==> src/rtl/alu_pkg.sv <==
// Shared types and level-split helpers for the ALU shifter pipeline.
package alu_pkg;

    typedef enum logic [1:0] {
        OP_LSR = 2'b00,
        OP_ASR = 2'b01,
        OP_LSL = 2'b10,
        OP_ROR = 2'b11
    } shift_op_t;

    function automatic int shift_levels(int width);
        return $clog2(width);
    endfunction

    // Mux levels are split evenly; leftover levels go to the earliest stages.
    function automatic int lvl_count(int levels, int stages, int s);
        return levels / stages + ((s < levels % stages) ? 1 : 0);
    endfunction

    function automatic int lvl_first(int levels, int stages, int s);
        return s * (levels / stages) + ((s < levels % stages) ? s : levels % stages);
    endfunction

endpackage

==> src/rtl/barrel_shifter_pipe_stage.sv <==
// One pipeline slice of the shifter: COUNT right-shift mux levels plus a register.
// Rotate muxes are only built when SHIFTER_ROTATE_EN is defined.
module shift_stage
    import alu_pkg::*;
#(
    parameter int WIDTH = 32,
    parameter int FIRST = 0,
    parameter int COUNT = 1,
    parameter bit LAST  = 1'b0
) (
    input  logic                     clk,
    input  logic                     rst,
    input  logic                     en,
    input  logic                     vld_d,
    input  shift_op_t                op_d,
    input  logic                     sat_d,
    input  logic [$clog2(WIDTH)-1:0] amt_d,
    input  logic                     sign_d,
    input  logic                     cy_d,
    input  logic [WIDTH-1:0]         data_d,
    output logic                     vld_q,
    output shift_op_t                op_q,
    output logic                     sat_q,
    output logic [$clog2(WIDTH)-1:0] amt_q,
    output logic                     sign_q,
    output logic                     cy_q,
    output logic [WIDTH-1:0]         data_q
);

    logic [WIDTH-1:0] data_nxt;
    logic             cy_nxt;

    always_comb begin
        logic [WIDTH-1:0] d;
        logic [WIDTH-1:0] nd;
        logic             fill;
        int               k;
        d    = data_d;
        nd   = '0;
        cy_nxt = cy_d;
        k    = 0;
        fill = (op_d == OP_ASR) && sign_d;
        for (int i = 0; i < COUNT; i++) begin
            k = 1 << (FIRST + i);
            if (amt_d[FIRST+i]) begin
                // Last bit out of the highest set level is the overall carry.
                cy_nxt = d[k-1];
                for (int j = 0; j < WIDTH; j++) begin
                    if (j + k < WIDTH)
                        nd[j] = d[j+k];
`ifdef SHIFTER_ROTATE_EN
                    else if (op_d == OP_ROR)
                        nd[j] = d[j+k-WIDTH];
`endif
                    else
                        nd[j] = fill;
                end
                d = nd;
            end
        end
        if (LAST) begin
            if (sat_d) begin
                d      = {WIDTH{fill}};
                cy_nxt = fill;
            end
            if (op_d == OP_LSL)
                for (int j = 0; j < WIDTH; j++) nd[j] = d[WIDTH-1-j];
            else
                nd = d;
            d = nd;
        end
        data_nxt = d;
    end

    always_ff @(posedge clk) begin
        if (rst) begin
            vld_q  <= 1'b0;
            op_q   <= OP_LSR;
            sat_q  <= 1'b0;
            amt_q  <= '0;
            sign_q <= 1'b0;
            cy_q   <= 1'b0;
            data_q <= '0;
        end else if (en) begin
            vld_q  <= vld_d;
            op_q   <= op_d;
            sat_q  <= sat_d;
            amt_q  <= amt_d;
            sign_q <= sign_d;
            cy_q   <= cy_nxt;
            data_q <= data_nxt;
        end
    end

endmodule

==> src/rtl/barrel_shifter_pipe.sv <==
// Pipelined barrel shifter (LSR/ASR/LSL/ROR) with valid/ready and a global stall.
// Define SHIFTER_ROTATE_EN to build ROR; otherwise op 11 behaves as LSR.
module barrel_shifter_pipe
    import alu_pkg::*;
#(
    parameter int WIDTH  = 32,
    parameter int STAGES = 2
) (
    input  logic             clk,
    input  logic             rst,
    input  logic             in_valid,
    output logic             in_ready,
    input  logic [WIDTH-1:0] a,
    input  logic [WIDTH-1:0] b,
    input  logic [1:0]       op,
    output logic             out_valid,
    input  logic             out_ready,
    output logic [WIDTH-1:0] result,
    output logic             carry_out,
    output logic             zero
);

    localparam int LG = shift_levels(WIDTH);

    logic                        adv;
    logic [STAGES:0]             vld_pipe;
    shift_op_t                   op_p [STAGES:0];
    logic [STAGES:0]             sat_p;
    logic [STAGES:0]             sign_p;
    logic [STAGES:0]             cy_p;
    logic [STAGES:0][LG-1:0]     amt_p;
    logic [STAGES:0][WIDTH-1:0]  data_p;

    shift_op_t        op0;
    logic             sat0;
    logic [WIDTH-1:0] data0;
    logic             unused_tail;

    // LSL rides the right-shift muxes on bit-reversed data.
    always_comb begin
        op0 = shift_op_t'(op);
`ifndef SHIFTER_ROTATE_EN
        if (op0 == OP_ROR) op0 = OP_LSR;
`endif
        sat0 = |b[WIDTH-1:LG];
`ifdef SHIFTER_ROTATE_EN
        if (op0 == OP_ROR) sat0 = 1'b0;
`endif
        data0 = a;
        if (op0 == OP_LSL)
            for (int i = 0; i < WIDTH; i++) data0[i] = a[WIDTH-1-i];
    end

    assign adv         = !out_valid || out_ready;
    assign in_ready    = adv;
    assign vld_pipe[0] = in_valid;
    assign op_p[0]     = op0;
    assign sat_p[0]    = sat0;
    assign amt_p[0]    = b[LG-1:0];
    assign sign_p[0]   = a[WIDTH-1];
    assign cy_p[0]     = 1'b0;
    assign data_p[0]   = data0;

    for (genvar s = 0; s < STAGES; s++) begin : g_stage
        shift_stage #(
            .WIDTH (WIDTH),
            .FIRST (lvl_first(LG, STAGES, s)),
            .COUNT (lvl_count(LG, STAGES, s)),
            .LAST  (s == STAGES - 1)
        ) u_stage (
            .clk    (clk),
            .rst    (rst),
            .en     (adv),
            .vld_d  (vld_pipe[s]),
            .op_d   (op_p[s]),
            .sat_d  (sat_p[s]),
            .amt_d  (amt_p[s]),
            .sign_d (sign_p[s]),
            .cy_d   (cy_p[s]),
            .data_d (data_p[s]),
            .vld_q  (vld_pipe[s+1]),
            .op_q   (op_p[s+1]),
            .sat_q  (sat_p[s+1]),
            .amt_q  (amt_p[s+1]),
            .sign_q (sign_p[s+1]),
            .cy_q   (cy_p[s+1]),
            .data_q (data_p[s+1])
        );
    end

    assign out_valid = vld_pipe[STAGES];
    assign result    = data_p[STAGES];
    assign carry_out = cy_p[STAGES];
    // Gated by valid so the flag reads 0 out of reset and across bubbles.
    assign zero      = out_valid && (data_p[STAGES] == '0);

    assign unused_tail = ^{op_p[STAGES], sat_p[STAGES], amt_p[STAGES], sign_p[STAGES]};

endmodule

==> config.mk <==
export PLATFORM = sky130hd
export DESIGN_NAME = barrel_shifter_pipe
export DESIGN_NICKNAME = d
export VERILOG_FILES = /design/src/rtl/alu_pkg.sv /design/src/rtl/barrel_shifter_pipe_stage.sv /design/src/rtl/barrel_shifter_pipe.sv
export SDC_FILE = /design/constraint.sdc
export NUM_CORES = 1
export LEC_CHECK = 0
export CAP_MARGIN = 15
export CORE_MARGIN = 10
export CORE_UTILIZATION = 35
export DETAILED_ROUTE_END_ITERATION = 6
export DONT_BUFFER_PORTS = 1
export PLACE_DENSITY = 0.54
export SETUP_SLACK_MARGIN = 0.4
export SLEW_MARGIN = 0
export SYNTH_ARGS = -nofsm -noshare
export SYNTH_HDL_FRONTEND = slang
export SYNTH_HIERARCHICAL = 1
export SYNTH_SLANG_ARGS = --single-unit
==> constraint.sdc <==
create_clock -name clk -period 5.1 [get_ports clk]
set_clock_uncertainty 0.15 [all_clocks]
set_input_delay 0 -clock clk [delete_from_list [all_inputs] [get_ports clk]]
set_output_delay 0 -clock clk [all_outputs]
set_load 0.02 [all_outputs]
Yosys cells after proc, flatten, opt, wreduce, memory -nomap -nowiden
Cells that the tools add are included.
{"block": "totals", "reg_bits": 77, "latchBits": 0, "ramBits": 0, "rom_bits": 0, "memories": 0}
{"block": "op_classes", "add_sub_neg": 0, "multipliers": 0, "n_div": 0, "magnitude_cmp": 0, "n_eq_ne": 5, "shifts": 0, "muxes": 15, "n_bitwise": 0, "reduce_logical": 7}
{"cell": "two-way mux 32 bit", "count": 8}
{"cell": "zero test 32 bit", "count": 1}
{"cell": "OR reduction 27 bit", "count": 1}
{"cell": "equality test 2 bit (second input constant)", "count": 3}
{"cell": "two-way mux 1 bit", "count": 6}
{"cell": "equality test 2 x 1 -> 1 bit (second input constant)", "count": 2}
{"cell": "logical AND 1 bit", "count": 3}
{"cell": "two-way mux 2 bit", "count": 1}
{"cell": "zero test 1 bit", "count": 1}
{"cell": "logical OR 1 bit", "count": 1}

Logic depth before layout (Yosys ltp)
Gate-level depths: netlist of the first run.
{"block": "depth", "depth_word": 7, "ltp_mapped": 8}

By module
The synthesis of the first run kept the hierarchy.
{"mod": "shift_stage (g_stage[1].u_stage)", "n_inst": 1, "cells_each": 271, "area_per_inst_um2": 2463.6}
{"mod": "shift_stage (g_stage[0].u_stage)", "n_inst": 1, "cells_each": 226, "area_per_inst_um2": 2418.6}
{"mod": "barrel_shifter_pipe", "n_inst": 1, "cells_each": 61, "area_per_inst_um2": 704.4}

Least setup slack after synthesis of the first run
Ideal clock, no wire load.
{"block": "synth_timing", "path_kind": "register to register", "start": "register g_stage[1].u_stage.vld_q", "end": "register g_stage[0].u_stage.data_q[10]", "setup_time_ns": 0.078, "arrival_time_ns": 1.639, "required_ns": 4.872, "setup_slack_ns": 3.233, "path_stages_with_launch": 7, "path_buffers": 2, "synth_period_minus_slack_ns": 1.867, "path_cell_list": "dfxtp_1 -> nand2b_1 -> nand2_1 -> clkbuf_1 -> buf_2 -> o22ai_1 -> nor3_1"}
{"block": "synth_via", "elab_chain_len": 2}
{"item": "from (decl)", "line_no": "barrel_shifter_pipe_stage.sv:21", "text": "output logic vld_q,"}
{"item": "from (signal assigned)", "line_no": "barrel_shifter_pipe_stage.sv:85", "text": "vld_q <= vld_d;"}
{"item": "zero test 1 bit", "line_no": "barrel_shifter_pipe.sv:54", "text": "assign adv = !out_valid || out_ready;"}
{"item": "logical OR 1 bit", "line_no": "barrel_shifter_pipe.sv:54"}
{"item": "via in_ready", "line_no": "barrel_shifter_pipe.sv:12", "text": "output logic in_ready,"}
{"item": "to (signal assigned)", "line_no": "barrel_shifter_pipe_stage.sv:91", "text": "data_q <= data_nxt;"}
{"item": "to (decl)", "line_no": "barrel_shifter_pipe_stage.sv:27", "text": "output logic [WIDTH-1:0] data_q"}
The timed path passes the listed nets, and every way through them passes these cells.
A chain may end at the register's enable or synchronous reset.

Worst setup path after layout of the first run
{"block": "layout_timing", "start": "register g_stage[1].u_stage.vld_q", "end": "register g_stage[0].u_stage.data_q[28]"}
The elaborated chain is that of the path after synthesis.

==> results of run 1 <==
-- layer usage --
metal / wire (um) / vias to the layer above / track usage, %
met3: 1390 / 13 / 4.07
met2: 6970 / 207 / 22.0
li1: - / 2011 / -
met5: 0 / - / 0
met4: 204 / 0 / 4.09
met1: 6850 / 2114 / 20.5
-- state kept, by name, summed over array words and instances (netlist names) --
signal,flops
g_stage.u_stage/sat_q,1
g_stage.u_stage/sign_q,1
g_stage.u_stage/cy_q,2
g_stage.u_stage/op_q,2
g_stage.u_stage/data_q,64
g_stage.u_stage/vld_q,2
g_stage.u_stage/amt_q,2
-- layout make-up --
class / instances / area (um^2) / area share [%]
Timing Repair Buffer: 25 / 273 / 4.84
Inverter: 2 / 7.51 / 0.133
Multi-Input combinational cell: 396 / 3340 / 59.3
Clock inverter: 6 / 66.3 / 1.18
Clock buffer: 10 / 239 / 4.24
Tap cell: 184 / 230 / 4.08
Sequential cell: 74 / 1480 / 26.3
-- layout by cell type (no fill, tap or decap), drive strengths merged, types with 7 or more instances in the layout --
cell / count
clkbuf: 10
mux4: 31
o21ai: 12
a221oi: 17
nand2: 20
a211o: 8
mux2: 35
a211oi: 9
nor2: 68
mux2i: 28
nor4: 12
o22ai: 28
nor3: 34
nor2b: 11
nand2b: 7
o21bai: 18
dlygate4sd3: 21
dfxtp: 74
-- power breakdown --
part           internal, mW  total (mW)  switching (mW)  leakage, nW
clock                 0.393       0.647           0.254        0.152
combinational         0.185       0.368           0.184         1.28
sequential            0.628       0.710          0.0822        0.612
-- tightest hold or removal path, cell delays in order --
cell     delay, ns
mux4_2        0.20
o22ai_1       0.09
nor3_1        0.15
-- worst paths after layout --
check             slack [ns]                                          to
hold reg to reg         0.33   g_stage[0].u_stage/data_q[5]$_SDFFE_PP0P_
hold / removal        -0.002  g_stage[0].u_stage/data_q[24]$_SDFFE_PP0P_
setup / recovery        2.01  g_stage[0].u_stage/data_q[28]$_SDFFE_PP0P_
setup reg to reg        2.01  g_stage[0].u_stage/data_q[28]$_SDFFE_PP0P_
-- repair_timing --
item / CTS / global route
hold buffers: 21 / 1
buffers inserted: 0 / 0
endpoints found under the hold margin: 74 / 1
-- per-stage QoR --
step / instances / util (%) / instance area [um^2]
floorplan: 522 / - / 5180
global placement: 658 / 34.9 / 5080
detailed placement: 658 / 34.9 / 5080
CTS: 695 / 38.6 / 5610
global route: 697 / 38.8 / 5640
finish: 697 / 38.8 / 5640
==> impl_metrics.toml, run 1 <==
[timing]
rsz0062_at_grt = "false"
hold_ws_ns = -0.00173
drv_slew = 0
slew_headroom_pct = 33.9
fin_ws_ns = 2.01
setup_tns_ns = 0
setup_viol = 0
clock.fmax_mhz = 323
tightestPinTransition_ns = 0.992
finalCritPeriodShare_pct = 60.7
final.min_clock_period_ns = 3.09
finalHoldViolations = 1

[setup_path]
crit_arrival_ns = 3.17
setup.worst_path.end_class = "flip-flop"
reg2reg_from = "g_stage[1].u_stage/vld_q$_SDFFE_PP0P_"
path_cells = "nand2b_2 > buf_4 > a21bo_2 > a21oi_1 > nor3_1 > dlygate4sd3_1"
critPathMaxFanout = 47
required_ns = 5.18
cp-startpoint = "g_stage[1].u_stage/vld_q$_SDFFE_PP0P_"
critical_path_class = "reg2reg"
r2r_cells = 6
cp_top_family = "buffers and inverters"
slowest_stage = "nand2b_2"
cpPeakStageDelay_ns = 0.65
critPathLaunchType = "flip-flop"
crit_buf_inv = 2
cp_num_cells = 6

[cells_and_area]
num_antenna_cells = 0
areaGrowthSynthToFinish_pct = 8.81
fillCellCount = 1469
fin_nets = 578
final_layout_size_suffix_gt1_share_pct = 19.9

[drt]
drt-total-wl_um = 15400
drtPass1Iterations = 5
drtIter0Drc = 399
num_vias = 4345
ant_nets = 0
drcViolationCount = 0
vias_per_cell = 6.23
avgRoutedWirePerCell_um = 22.1

[global_route]
overflow = 0
antenna_found_initial = 0
grt_max_degree = 69
grt_pass1_vias = 4123
grt_first_pass_wirelength_um = 24100
track_usage_pct = 14.8

[clock_network]
h-tree-depth = 3
cts_buffers = 9
root_buffer = "clkbuf_16"
clk_latency_ns = 0.34
tritoncts = "built"
clk_path_buf_depth = 2
clkSinkCount = 74
cts-resized-gates = 0
path_clk_slew_ns = 0.06

[placement]
pre_cts_slack_ns = 2.49
gp_congestion = 0.927
port_buffers = 0
hpwl_um = 11400

[hold_path]
hold_depth = 3
hold_start = "b[1]"
hold_path_class = "in2reg"

[synthesis]
syn_avg_cell_area_um2 = 9.93
yosys_warnings = 6
syn_area_um2 = 5180
syn_inst = 522
syn_nets = 592

[die]
row_count = 44
floorplan.die_area_um2 = 20100
die-height_um = 142
pin_count = 106
die_x_um = 142
fp.coreArea_um2 = 14500
start_util_pct = 35.7

[power_and_ir_drop]
peakVddDrop_v = 0.000122
leakagePower_nw = 2.04
power_density_nw_per_um2 = 306
total_power_mw = 1.73

[outcome]
status = "finished, violations left"
violations = "negative hold slack"

[job]
maxCapViolations = 0
Power figures use the tool's default switching activity.
==> inputs of run 2 (changes only) <==
--- a/config.mk
+++ b/config.mk
@@ -10,7 +10,7 @@
 export CORE_UTILIZATION = 35
 export DETAILED_ROUTE_END_ITERATION = 6
 export DONT_BUFFER_PORTS = 1
-export PLACE_DENSITY = 0.54
+export PLACE_DENSITY = 0.56
 export SETUP_SLACK_MARGIN = 0.4
 export SLEW_MARGIN = 0
 export SYNTH_ARGS = -nofsm -noshare
==> constraint.sdc (replaced) <==
create_clock -name clk -period 2.8 [get_ports clk]
set_clock_uncertainty 0.15 [all_clocks]
set_input_delay 0 -clock clk [delete_from_list [all_inputs] [get_ports clk]]
set_output_delay 0 -clock clk [all_outputs]
set_load 0.02 [all_outputs]
==> impl_metrics.toml, run 2 (synthesis results as in run 1) <==
[drt]
drtIter0Drc = 557
avgRoutedWirePerCell_um = 21.6
drt-total-wl_um = 15200
num_vias = 4251
vias_per_cell = 6.05
drcViolationCount = 0
ant_nets = 0
drtPass1Iterations = 5

[die]
floorplan.die_area_um2 = 20100
start_util_pct = 35.7
row_count = 44
fp.coreArea_um2 = 14500
die_x_um = 142
die-height_um = 142
pin_count = 106

[clock_network]
cts_buffers = 9
tritoncts = "built"
clk_latency_ns = 0.34
path_clk_slew_ns = 0.06
root_buffer = "clkbuf_16"
h-tree-depth = 3
cts_setup_buffers = 0
clkSinkCount = 74
clk_path_buf_depth = 2

[timing]
slew_headroom_pct = 32.9
rsz0062_at_grt = "false"
fin_ws_ns = 0.606
finalCritPeriodShare_pct = 78.4
drv_slew = 0
setup_viol = 0
setup_tns_ns = 0
clock.fmax_mhz = 456
finalHoldViolations = 0
tightestPinTransition_ns = 1.01
final.min_clock_period_ns = 2.19

[cells_and_area]
num_antenna_cells = 0
largest_reg_flops = 64
layout_common_cells = "dfxtp_1 (73), nor2_1 (67), nor3_1 (34), mux4_2 (31), mux2_4 (29)"
fin_area_um2 = 5700
final_layout_size_suffix_gt1_share_pct = 21.4
fillCellCount = 1494
fin_nets = 584
layout_commonest_cell = "dfxtp_1"
areaGrowthSynthToFinish_pct = 9.87
max_flop_register = "g_stage.u_stage/data_q"

[power_and_ir_drop]
peakVddDrop_v = 0.000274
leakagePower_nw = 2.07
power_density_nw_per_um2 = 542

[setup_path]
slowest_stage = "dlygate4sd3_1"
critical_path_class = "reg2reg"
critPathMaxFanout = 40
setup.worst_path.end_class = "flip-flop"
rr_endpoint = "g_stage[0].u_stage/data_q[27]$_SDFFE_PP0P_"
crit_arrival_ns = 2.33
cpPeakStageDelay_ns = 0.57
cp_top_family = "buffers and inverters"
crit_buf_inv = 2
r2r_cells = 5
required_ns = 2.93
regToRegSetupSlack_ns = 0.61
reg2reg_from = "g_stage[1].u_stage/vld_q$_SDFFE_PP0P_"
critPathLaunchType = "flip-flop"
path_cells = "nand2b_2 > buf_4 > nor2_1 > a311oi_1 > dlygate4sd3_1"

[global_route]
antenna_found_initial = 0
track_usage_pct = 14.6
overflow = 0
grt_max_degree = 69
grt_first_pass_wirelength_um = 23800
grt_pass1_vias = 4172

[job]
maxCapViolations = 0

[placement]
hpwl_um = 11400
port_buffers = 0
placed_area_um2 = 5180
pre_cts_slack_ns = 0.679
gp_congestion = 0.911

[hold_path]
hold_end = "g_stage[0].u_stage/data_q[19]$_SDFFE_PP0P_"
hold_depth = 3
hold_start = "b[1]"
hold_path_class = "in2reg"

[outcome]
status = "finished clean"
run 2: tightest hold or removal path, stage by stage:
cell	delay, ns
mux4_2	0.19
o22ai_1	0.10
nor3_1	0.16
run 2: area by class of cell:
type / instances / area (um^2) / share of cell area (%)
Inverter: 2 / 7.51 / 0.132
Clock buffer: 12 / 267 / 4.68
Multi-Input combinational cell: 396 / 3340 / 58.7
Timing Repair Buffer: 31 / 340 / 5.98
Tap cell: 184 / 230 / 4.04
Clock inverter: 4 / 25.0 / 0.439
Sequential cell: 74 / 1480 / 26.0
run 2: through the flow:
step	std cells	total power, mW	hold WS (ns)	util, %
3_3_place_gp	667	1.92	-0.0592	35.7
4_1_cts	703	3.10	0.00289	39.2
5_1_grt	703	3.21	0.00932	39.2
3_5_place_dp	667	1.94	-0.0575	35.7
6_report	703	3.09	0.0138	39.2
2_1_floorplan	522	1.83	-0.00284	-
run 2: how the worst max path moves through the flow:
stage	startpoint	endpoint	slack, ns	cells after the start
detailed placement	g_stage[1].u_stage/vld_q$_SDFFE_PP0P_	g_stage[1].u_stage/data_q[11]$_SDFFE_PP0P_	0.68	5
CTS	b[1]	g_stage[0].u_stage/data_q[25]$_SDFFE_PP0P_	0.47	5
finish	g_stage[1].u_stage/vld_q$_SDFFE_PP0P_	g_stage[0].u_stage/data_q[27]$_SDFFE_PP0P_	0.61	5
floorplan	g_stage[1].u_stage/vld_q$_SDFFE_PP0P_	g_stage[0].u_stage/data_q[10]$_SDFFE_PP0P_	0.93	6
global route	g_stage[1].u_stage/vld_q$_SDFFE_PP0P_	g_stage[0].u_stage/data_q[27]$_SDFFE_PP0P_	0.51	5
global placement	g_stage[1].u_stage/vld_q$_SDFFE_PP0P_	g_stage[1].u_stage/data_q[13]$_SDFFE_PP0P_	0.77	5
run 2: report_power, final:
part	total, mW	leakage (nW)	internal (mW)	switching, mW
Combinational	0.691	1.32	0.346	0.345
Clock	1.12	0.141	0.669	0.447
Sequential	1.28	0.612	1.14	0.136
run 2: per-layer routing:
layer | GRT usage (%) | part of all wire, %
met4 | 3.98 | 1.3
met2 | 21.8 | 46
met1 | 19.8 | 43
met3 | 4.84 | 9.9
met5 | 0 | 0
run 2: repair_timing:
item                                   CTS  global route
hold buffers                            20             0
endpoints found under the hold margin   74             0
gates resized for setup                  0             2
setup endpoints to repair                0             1
